--- config.mk ---
export PLATFORM = sky130hd
export DESIGN_NAME = shield_hit_detector
export DESIGN_NICKNAME = d
export VERILOG_FILES = /design/src/rtl/shield_hit_detector.sv
export SDC_FILE = /design/constraint.sdc
export NUM_CORES = 1
export LEC_CHECK = 0
export BUFFER_PORTS_ARGS = -buffer_cell sky130_fd_sc_hd__buf_2
export CAP_MARGIN = 30
export CORE_UTILIZATION = 30
export CTS_CLUSTER_DIAMETER = 100
export CTS_CLUSTER_SIZE = 8
export DETAILED_ROUTE_END_ITERATION = 8
export PLACE_DENSITY_LB_ADDON = 0.15
export SLEW_MARGIN = 20
export SYNTH_ARGS = -nofsm -noshare
export SYNTH_HDL_FRONTEND = slang
export SYNTH_SLANG_ARGS = --single-unit
--- constraint.sdc ---
create_clock -name clk -period 1.72 [get_ports clk]
set_input_delay 0.258 -clock clk [delete_from_list [all_inputs] [get_ports clk]]
set_output_delay 0.258 -clock clk [all_outputs]
set_load 0.02 [all_outputs]
--- src/rtl/shield_hit_detector.sv ---
// Shield collision producer: per-pixel erase strobes for the shield bitmap
// and per-frame "shot blocked" events with first-hit coordinates.
module shield_hit_fsm (
    input  logic        clk,
    input  logic        reset,
    input  logic        playGame,
    input  logic        startOfFrame,
    input  logic        strobe,
    input  logic [10:0] pixelX,
    input  logic [10:0] pixelY,
    output logic        shotBlocked,
    output logic [10:0] hitX,
    output logic [10:0] hitY
);

    typedef enum logic {
        ARMED   = 1'b0,
        LATCHED = 1'b1
    } hitState_t;

    hitState_t state;

    logic capture;
    assign capture = strobe && (state == ARMED || startOfFrame);

    always_ff @(posedge clk or posedge reset) begin
        if (reset) begin
            state       <= ARMED;
            shotBlocked <= 1'b0;
            hitX        <= '0;
            hitY        <= '0;
        end else if (!playGame) begin
            // Outside a game any pending hit is dropped; coordinates hold.
            state       <= ARMED;
            shotBlocked <= 1'b0;
        end else begin
            shotBlocked <= startOfFrame && (state == LATCHED);
            if (capture) begin
                // Frame boundary with a strobe opens the new frame latched.
                state <= LATCHED;
                hitX  <= pixelX;
                hitY  <= pixelY;
            end else if (startOfFrame) begin
                state <= ARMED;
            end
        end
    end

endmodule

module shield_hit_detector #(
    parameter int HIT_CNT_W = 10
) (
    input  logic                 clk,
    input  logic                 reset,
    input  logic                 startOfFrame,
    input  logic                 playGame,
    input  logic [10:0]          pixelX,
    input  logic [10:0]          pixelY,
    input  logic                 shieldDR,
    input  logic                 playerMissileDR,
    input  logic                 alienMissileDR,
    output logic                 collisionShield,
    output logic                 collisionShield_alien,
    output logic                 playerShotBlocked,
    output logic                 alienShotBlocked,
    output logic [10:0]          playerHitX,
    output logic [10:0]          playerHitY,
    output logic [10:0]          alienHitX,
    output logic [10:0]          alienHitY,
    output logic [HIT_CNT_W-1:0] blockedCount
);

    // Strobes stay combinational: the bitmap erases at the current offset.
    assign collisionShield       = shieldDR & playerMissileDR & playGame;
    assign collisionShield_alien = shieldDR & alienMissileDR & playGame;

    shield_hit_fsm playerFsm (
        .clk          (clk),
        .reset        (reset),
        .playGame     (playGame),
        .startOfFrame (startOfFrame),
        .strobe       (collisionShield),
        .pixelX       (pixelX),
        .pixelY       (pixelY),
        .shotBlocked  (playerShotBlocked),
        .hitX         (playerHitX),
        .hitY         (playerHitY)
    );

    shield_hit_fsm alienFsm (
        .clk          (clk),
        .reset        (reset),
        .playGame     (playGame),
        .startOfFrame (startOfFrame),
        .strobe       (collisionShield_alien),
        .pixelX       (pixelX),
        .pixelY       (pixelY),
        .shotBlocked  (alienShotBlocked),
        .hitX         (alienHitX),
        .hitY         (alienHitY)
    );

    logic                 playGameQ;
    logic                 gameStart;
    logic [1:0]           incr;
    logic [HIT_CNT_W:0]   sum;
    logic [HIT_CNT_W-1:0] satSum;

    assign gameStart = playGame & ~playGameQ;
    assign incr      = {1'b0, playerShotBlocked} + {1'b0, alienShotBlocked};
    assign sum       = {1'b0, blockedCount}
                     + {{(HIT_CNT_W-1){1'b0}}, incr};
    assign satSum    = sum[HIT_CNT_W] ? {HIT_CNT_W{1'b1}}
                                      : sum[HIT_CNT_W-1:0];

    always_ff @(posedge clk or posedge reset) begin
        if (reset) begin
            playGameQ    <= 1'b0;
            blockedCount <= '0;
        end else begin
            playGameQ <= playGame;
            if (gameStart) begin
                blockedCount <= '0;
            end else begin
                blockedCount <= satSum;
            end
        end
    end

endmodule

==> results of run 1 <==
layer usage:
metal  wire (um)  up-vias  part of all wire (%)  GRT usage (%)
met2        2570       46                    47           18.9
met5           0        -                     0              0
met3         246        5                   4.6           4.75
li1            -      807                     -              -
met1        2540      836                    47           17.4
met4          56        0                   1.0           4.92
where the power goes:
part / internal (uW) / switching, uW
Sequential: 1610 / 124
Clock: 688 / 502
Combinational: 478 / 515
Total: 2780 / 1140
sequential cells by signal, indices dropped and copies added, names as in the netlist:
signal,count
blockedCount,10
playerFsm.state,1
playerFsm.shotBlocked,1
alienFsm.hitX,11
playerFsm.hitX,11
alienFsm.hitY,11
playGameQ,1
alienFsm.state,1
alienFsm.shotBlocked,1
playerFsm.hitY,11
synthesized netlist by cell type:
master    instances
buf_2             1
nand4b_1          1
a41oi_1           1
or2b_1            1
fa_1              1
a21oi_1           6
and4b_1           2
clkbuf_1          1
buf_4             1
nor3_1            4
nand2_1           5
nor2b_1           3
nor3b_1           1
buf_6             4
nand3_2           2
nand4_1           3
mux2_2            4
and4_1            3
mux2_4           40
dfrtp_1          59
and3_1            3
a31oi_1           5
o21ai_0           3
inv_1            10
a211oi_1          1
ha_1              1
a21oi_4           2
or3_2             1
nand3_1           2
and3_2            1
cell families after synthesis:
family                     after synthesis  synth area share (%)
and+or+nand+nor                         32                  8.12
buffers and inverters                   17                  3.82
DFF                                     59                  57.0
adders and majority gates                2                  1.26
muxes                                   44                  24.9
AOI/OAI and AO/OA                       18                  4.83
area by class of cell:
type / instances / area [um2]
clock buffer: 11 / 141
multi-input combinational: 96 / 1040
fill: 793 / 4870
timing repair buffer: 96 / 558
sequential: 59 / 1480
clock inverter: 3 / 40.0
inverter: 10 / 41.3
tap: 105 / 131
worst min path at each step:
| stage | from | end | slack, ns | cells after the start |
|---|---|---|---|---|
| floorplan | playGame | playGameQ | 0.29 | 0 |
| global placement | reset | playerFsm.hitX[0] | 0.32 | 3 |
| detailed placement | reset | playerFsm.hitX[0] | 0.33 | 3 |
| CTS | playGame | playGameQ | 0.12 | 1 |
| global route | playGame | playGameQ | 0.12 | 1 |
| finish | playGame | playGameQ | 0.15 | 1 |
metrics by stage:
stage	hold WS [ns]	instance area, um2
3_5_place_dp	0.325	3220
6_report	0.147	3430
2_1_floorplan	0.289	2610
3_3_place_gp	0.324	3220
5_1_grt	0.118	3430
4_1_cts	0.124	3410
timing repair:
item | in CTS | in global routing
setup buffers | 0 | 1
endpoints found under the setup margin | 0 | 6
hold endpoints to repair | 22 | 0
resized for setup | 0 | 5
hold buffers | 1 | 0
==> out/results.tsv, run 1 <==
metric	value	unit
Clock Path Buffers	2	
Die Y	94.9	um
largest area contributor in the netlist	dfrtp_1	
CP Class	reg2reg	
Finished Layout Cells	380	
Worst Skew	0.00970	ns
Core ar.	8300	um2
DR DRC count	0	
Total Power	3920	uW
fin util	41.4	%
share of cells above drive strength 1	60.7	%
GRT Overall Usage	12.9	%
Remaining Overflow, GRT	0	
first-pass GRT wire length	8600	um
routability congestion estimate	0.739	
commonest non-fill, non-tap cell in the layout	buf_2	
Final period util	95.2	%
CP bufs+invs	1	
Final WS setup	0.0825	ns
initial antenna violation count	0	
# IOs	87	
post-synthesis sequential area ratio	57.0	%
Initial Util	31.2	%
Slew Limit Headroom	80.2	%
Yosys top cell area share	57.0	%
P_leak	0.00171	uW
Die Width	94.9	um
# diodes	0	
commonest cells after routing, fill and taps aside	86 x buf_2, 57 x dfrtp_1, 40 x mux2_4	
fmax	611	MHz
Syn Inst Count	172	
dpl ws	0.0251	ns
initial drt markers	39	
r2r endpoint	blockedCount[5]	
Setup crit start kind	flop	
CTS tree	done	
Max Cap Viol	0	
CTS Buf Count	9	
via count	1694	
Worst VDD drop	437	uV
status	complete, no violations	
Seq cells post-synth	59	
final setup vio count	0	
Worst-path clk slew	0.07	ns
max incr delay on CP	0.42	ns
# rows	33	
largest net degree at the start of global routing	38	
CP top delay family	simple AND/OR/NAND/NOR gates	
unique cell type count in the Yosys netlist	30	
die area	9000	um2
Clock Sinks	59	
later-pin clock latency in the skew report	0.32	ns
worst-path maximum fanout	3	
vias in the first global route	1643	
setup TNS	0	ns
DRT antenna net count	0	
Final Net Count	303	
R2R depth	5	
worst path required time	1.96	ns
R2R Setup Slk	0.08	ns
CP cell instances	inv_2 -> fa_2 -> nand4b_1 -> or3_2 -> a31oi_1	
measured slew at the worst slew-check pin	0.297	ns
Port Buffers	86	
P&R area growth vs syn	32.6	%
Final Max Tran Viols	0	
top cells by area, synth	dfrtp_1 57%, mux2_4 23%, buf_6 1.7%	
crit path to	blockedCount[5]	
drt first pass iters	6	
CP max-delay cell	or3_2	
Cell Area, Synth	2590	um2
final hold vios	0	
Crit path depth	5	
Post-Syn Nets	203	
Via density	4.46	
crit path DAT	1.88	ns
crit path time final	1.64	ns
Power Dens Cells	1140	nW/um2
critical path startpoint	playerFsm.shotBlocked	
CTS root buf	clkbuf_8	
min-delay worst type	in2reg	
Yosys warning total	0	
H-tree levels	3	
Cells after DPL	364	
RSZ-0062 raised after global routing	true	
DP HPWL	3790	um
final WL	5410	um
WL per Instance	14.2	um
RR Startpoint	playerFsm.shotBlocked	
Critical Path Sink Type	flop	
syn_area_per_cell	15.1	um2
(Power assumes the default switching activity.)
==> run 2: changes to the inputs <==
==> constraint.sdc (replaced) <==
create_clock -name clk -period 1.5 [get_ports clk]
set_input_delay 0.225 -clock clk [delete_from_list [all_inputs] [get_ports clk]]
set_output_delay 0.225 -clock clk [all_outputs]
set_load 0.02 [all_outputs]
==> run 2 against run 1 <==
Net effect:
- the flow now finishes with violations (negative setup slack)
- sequential share of layout area shrank 0.58 points
- first-iteration DRC count fell by 2.6%
- global-route usage about the same
- wire length is 0.87% lower
- power increased by 19%
- cell count rose by 1.1%
- critical path depth up 3
- count of clock-buffer cells in the layout shrank 1
- cell area rose by 1.5%
- register-to-register slack got worse by 0.24 ns
- non-clock buffer count grew 2
- highest routed layer unchanged
==> out/results.tsv, run 2 (synthesis gave the netlist of run 1 again) <==
metric	value	unit	change
GRT Overall Usage	12.9	%	about the same
routability congestion estimate	0.733		was 0.739
HP Start	pixelY[5]		was playGame
Final Max Tran Viols	0		unchanged
Die Width	94.9	um	unchanged
Remaining Overflow, GRT	0		unchanged
CP max-delay cell	fa_2		was or3_2
# rows	33		unchanged
Core ar.	8300	um2	unchanged
vias in the first global route	1769		was 1643
DRT antenna net count	0		unchanged
later-pin clock latency in the skew report	0.33	ns	was 0.32 ns
Worst Skew	0.00375	ns	was 0.00970 ns
Clock Sinks	59		unchanged
Clock Path Buffers	2		unchanged
Worst-path clk slew	0.07	ns	about the same
CTS Buf Count	9		unchanged
crit path time final	1.66	ns	was 1.64 ns
measured slew at the worst slew-check pin	0.325	ns	was 0.297 ns
initial antenna violation count	0		unchanged
# IOs	87		unchanged
crit path DAT	1.87	ns	was 1.88 ns
final WL	5360	um	was 5410 um
Crit path top cell by count	inv_2		
Area after DPL	3210	um2	was 3220 um2
CP top delay family	adder cells		was simple AND/OR/NAND/NOR gates
final setup vio count	10		was 0
Final WS setup	-0.155	ns	was 0.0825 ns
Cells after DPL	363		was 364
fmax	604	MHz	was 611 MHz
Finished Layout Cells	384		was 380
P_leak	0.00173	uW	was 0.00171 uW
Slew Limit Headroom	78.3	%	was 80.2%
r2r endpoint	blockedCount[8]		was blockedCount[5]
Setup crit start kind	flop		unchanged
share of cells above drive strength 1	63.4	%	was 60.7%
drt first pass iters	4		was 6
WHS Endpoint	alienFsm.hitY[5]		was playGameQ
H-tree levels	3		unchanged
RR Startpoint	playerFsm.shotBlocked		unchanged
# diodes	0		unchanged
R2R Setup Slk	-0.16	ns	was 0.08 ns
first-pass GRT wire length	8710	um	was 8600 um
initial drt markers	38		was 39
Via density	4.54		was 4.46
P&R area growth vs syn	34.5	%	was 32.6%
Die Y	94.9	um	unchanged
violated checks	negative setup slack		
Max Cap Viol	0		unchanged
Final Cell Area	3480	um2	was 3430 um2
Final Net Count	305		was 303
commonest cells after routing, fill and taps aside	86 x buf_2, 56 x dfrtp_1, 40 x mux2_4		was 86 x buf_2, 57 x dfrtp_1, 40 x mux2_4
WL per Instance	14.0	um	was 14.2 um
fin util	42.0	%	was 41.4%
DP HPWL	3460	um	was 3790 um
RSZ-0062 raised after global routing	true		unchanged
max incr delay on CP	0.39	ns	was 0.42 ns
die area	9000	um2	unchanged
R2R depth	8		was 5
largest net degree at the start of global routing	60		was 38
WHS	0.139	ns	was 0.147 ns
worst-path maximum fanout	4		was 3
Critical Path Sink Type	flop		unchanged
hold path depth	2		was 1
min-delay worst type	in2reg		unchanged
via count	1745		was 1694
CP bufs+invs	3		was 1
CP cell instances	inv_2 -> fa_2 -> inv_2 -> ha_4 -> and3_4 -> buf_4 -> and4b_1 -> nor3_1		was inv_2 -> fa_2 -> nand4b_1 -> or3_2 -> a31oi_1
fillers	773		was 793
Port Buffers	86		unchanged
Worst VDD drop	541	uV	was 437 uV
worst path required time	1.71	ns	was 1.96 ns
Final period util	110	%	was 95.2%
Initial Util	31.2	%	unchanged
CTS root buf	clkbuf_8		unchanged
DR DRC count	0		unchanged
commonest non-fill, non-tap cell in the layout	buf_2		unchanged
status	finished with violations		was complete, no violations
CTS tree	done		unchanged
CP Class	reg2reg		unchanged
final hold vios	0		unchanged
Power Dens Cells	1340	nW/um2	was 1140 nW/um2
[run 2: cell count changes in the layout (fill, tap and decap cells not counted), moves of 2 or more]
cell      before  now
buf_4          5    7
clkinv_2       2    4
inv_1          7    5
inv_2          2    4
[run 2: metrics by stage]
step / power (uW) / setup TNS (ns) / setup slack (ns)
final: 4660 / -1.06 / -0.155
after CTS: 4740 / -0.692 / -0.151
after global routing: 4910 / -1.93 / -0.270
after detailed placement: 3150 / -0.706 / -0.164
after floorplan: 2760 / -0.558 / -0.128
after global placement: 3150 / -0.584 / -0.141
[run 2: what timing repair did]
action,CTS,global route
setup buffers,1,3
pin swaps,5,5
hold buffers,1,0
endpoints found under the hold margin,59,0
endpoints found under the setup margin,9,10
resized for setup,4,3
[run 2: worst register-to-register path, stage by stage, from the launching register on]
cell     delay [ns]
dfrtp_2        0.36
inv_2          0.04
fa_2           0.39
inv_2          0.08
ha_4           0.14
and3_4         0.19
buf_4          0.11
and4b_1        0.17
nor3_1         0.05
[run 2: layout make-up]
type | instances | area, um2 | share of cell area [%]
clock buffer | 10 | 128 | 3.67
clock inverter | 6 | 80.1 | 2.30
inverter | 10 | 41.3 | 1.19
multi-input combinational | 96 | 1060 | 30.4
sequential | 59 | 1480 | 42.5
tap | 105 | 131 | 3.77
timing repair buffer | 98 | 564 | 16.2
[run 2: how the worst max path moves through the flow]
stage / start / to / slack, ns / depth (start not counted)
after floorplan: blockedCount[0] / blockedCount[6] / -0.13 / 7
after global placement: blockedCount[0] / blockedCount[5] / -0.14 / 7
after detailed placement: blockedCount[0] / blockedCount[5] / -0.16 / 7
after CTS: blockedCount[0] / blockedCount[0] / -0.15 / 7
after global routing: playerFsm.shotBlocked / blockedCount[5] / -0.27 / 7
final: playerFsm.shotBlocked / blockedCount[8] / -0.16 / 8
[run 2: metal layers]
metal | global-route usage, % | wire length (um)
met2 | 17.6 | 2310
met4 | 4.92 | 55
met5 | 0 | 0
met1 | 18.0 | 2630
met3 | 5.15 | 366
[run 2: where the power goes]
part,internal (uW),total (uW),switching (uW)
registers,1850,1990,140
logic,542,1130,585
clock network,924,1550,623
==> run 3: changes to the inputs <==
--- a/config.mk
+++ b/config.mk
@@ -11,6 +11,7 @@
 export CTS_CLUSTER_DIAMETER = 100
 export CTS_CLUSTER_SIZE = 8
 export DETAILED_ROUTE_END_ITERATION = 8
+export MAX_ROUTING_LAYER = met4
 export PLACE_DENSITY_LB_ADDON = 0.15
 export SLEW_MARGIN = 20
 export SYNTH_ARGS = -nofsm -noshare
==> run 3 against run 2 <==
Net effect:
- the run still ends with negative setup slack left
- power about the same
- critical path depth down 1
- sequential power about the same
- core utilization unchanged
- count of clock-buffer cells in the layout unchanged
- hold slack worse by 0.00079 ns
- non-clock buffer count unchanged
==> out/results.tsv, run 3 (synthesis gave the netlist of run 1 again) <==
metric	value	unit	change
status	finished with violations		unchanged
violated checks	negative setup slack		unchanged
RR Startpoint	playerFsm.shotBlocked		unchanged
hold path depth	2		unchanged
Pint	3320	uW	about the same
die area	9000	um2	unchanged
# diodes	0		unchanged
H-tree levels	3		unchanged
HP Start	pixelY[5]		unchanged
CP cell instances	inv_2 -> fa_2 -> inv_2 -> ha_4 -> and3_4 -> nand4_1 -> a31oi_1		was inv_2 -> fa_2 -> inv_2 -> ha_4 -> and3_4 -> buf_4 -> and4b_1 -> nor3_1
WL per Instance	14.0	um	about the same
Port Buffers	86		unchanged
worst-path maximum fanout	4		unchanged
CP max-delay cell	fa_2		unchanged
initial antenna violation count	0		unchanged
Worst Skew	0.00361	ns	was 0.00375 ns
max incr delay on CP	0.39	ns	about the same
# rows	33		unchanged
Clock Path Buffers	2		unchanged
Initial Util	31.2	%	unchanged
Crit path top cell by count	inv_2		unchanged
vias in the first global route	1768		was 1769
Via density	4.55		was 4.54
Final WS setup	-0.154	ns	was -0.155 ns
R2R Setup Slk	-0.15	ns	was -0.16 ns
DR DRC count	0		unchanged
final hold vios	0		unchanged
later-pin clock latency in the skew report	0.33	ns	about the same
Comb pwr share	24.2	%	about the same
CP Class	reg2reg		unchanged
worst path required time	1.75	ns	was 1.71 ns
Slew Limit Headroom	78.2	%	was 78.3%
RSZ-0062 raised after global routing	true		unchanged
Sequential Power Share	42.6	%	was 42.7%
Core ar.	8300	um2	unchanged
WHS Endpoint	alienFsm.hitY[5]		unchanged
switch share	29.0	%	was 28.9%
first-pass GRT wire length	8740	um	was 8710 um
Max Cap Viol	0		unchanged
Power Dens Cells	1340	nW/um2	about the same
clock power share	33.2	%	about the same
Final Net Count	305		unchanged
# IOs	87		unchanged
Remaining Overflow, GRT	0		unchanged
Total Power	4670	uW	was 4660 uW
drt first pass iters	4		unchanged
Final Max Tran Viols	0		unchanged
via count	1746		was 1745
Setup crit start kind	flop		unchanged
Critical Path Sink Type	flop		unchanged
Clock Sinks	59		unchanged
commonest cells after routing, fill and taps aside	86 x buf_2, 56 x dfrtp_1, 40 x mux2_4		unchanged
DRT antenna net count	0		unchanged
r2r endpoint	blockedCount[5]		was blockedCount[8]
initial drt markers	43		was 38
R2R depth	7		was 8
Worst-path clk slew	0.07	ns	about the same
commonest non-fill, non-tap cell in the layout	buf_2		unchanged
largest net degree at the start of global routing	60		unchanged
Die Width	94.9	um	unchanged
Final period util	110	%	about the same
GRT Overall Usage	13.3	%	was 12.9%
final setup vio count	9		was 10
fmax	604	MHz	about the same
min-delay worst type	in2reg		unchanged
fin util	42.0	%	unchanged
crit path DAT	1.90	ns	was 1.87 ns
P&R area growth vs syn	34.5	%	unchanged
CTS tree	done		unchanged
routability congestion estimate	0.742		was 0.733
CTS root buf	clkbuf_8		unchanged
CTS Buf Count	9		unchanged
DP HPWL	3460	um	unchanged
Worst VDD drop	541	uV	about the same
P_leak	0.00173	uW	about the same
Die Y	94.9	um	unchanged
fillers	773		unchanged
crit path time final	1.65	ns	was 1.66 ns
share of cells above drive strength 1	63.4	%	unchanged
P_sw	1350	uW	about the same
measured slew at the worst slew-check pin	0.327	ns	was 0.325 ns
final WL	5370	um	was 5360 um
run 3: cell counts in the layout (fill, tap and decap cells not counted):
No cell type changed its count.
run 3: critical path: cells and delay by family, from the launching register on:
family	cells	cell delay (ns)
AOI/OAI and AO/OA	1	0.21
adders and majority gates	2	0.53
buffers and inverters	2	0.12
DFF	1	0.36
and+or+nand+nor	2	0.35
run 3: metrics by stage:
step	setup WS [ns]	hold slack, ns	cell area (um2)	TNS (ns)	instances
finish	-0.154	0.139	3480	-1.09	384
floorplan	-0.128	0.256	2620	-0.558	172
global route	-0.270	0.117	3480	-1.91	384
CTS	-0.151	0.119	3450	-0.692	381
detailed placement	-0.164	0.340	3210	-0.706	363
global placement	-0.141	0.337	3210	-0.584	363
run 3: final cells by class:
cell class,count,area [um2],area share (%)
tap,105,131,3.77
clock inverter,6,80.1,2.30
multi-input combinational,96,1060,30.4
clock buffer,10,128,3.67
timing repair buffer,98,564,16.2
sequential,59,1480,42.5
inverter,10,41.3,1.19
run 3: worst max-delay path by stage:
stage                     startpoint              end  slack, ns  cells after the start
6_report       playerFsm.shotBlocked  blockedCount[5]      -0.15                      7
5_1_grt        playerFsm.shotBlocked  blockedCount[5]      -0.27                      7
4_1_cts              blockedCount[0]  blockedCount[0]      -0.15                      7
3_5_place_dp         blockedCount[0]  blockedCount[5]      -0.16                      7
3_3_place_gp         blockedCount[0]  blockedCount[5]      -0.14                      7
2_1_floorplan        blockedCount[0]  blockedCount[6]      -0.13                      7
run 3: timing repair:
action / in CTS / in global routing
gates resized for setup: 4 / 4
endpoints found under the setup margin: 9 / 10
pin swaps: 5 / 5
buffers inserted: 1 / 3
endpoints found under the hold margin: 59 / 0
hold buffers: 1 / 0
run 3: power groups by stage:
stage | sequential (uW) | combinational, uW | clock, uW
after global placement | 2020 | 1130 | 0
after floorplan | 2330 | 435 | 0
after CTS | 1990 | 1140 | 1600
final | 1990 | 1130 | 1550
after global routing | 2030 | 1210 | 1680
after detailed placement | 2010 | 1140 | 0
run 3: routing by layer:
metal  vias to the layer above  GRT usage, %  wire length, um
li1                        815             -                -
met1                       865          18.6             2710
met2                        61          17.6             2320
met3                         5          4.51              303
met4                         0          4.92               40
met5                         -             -                0
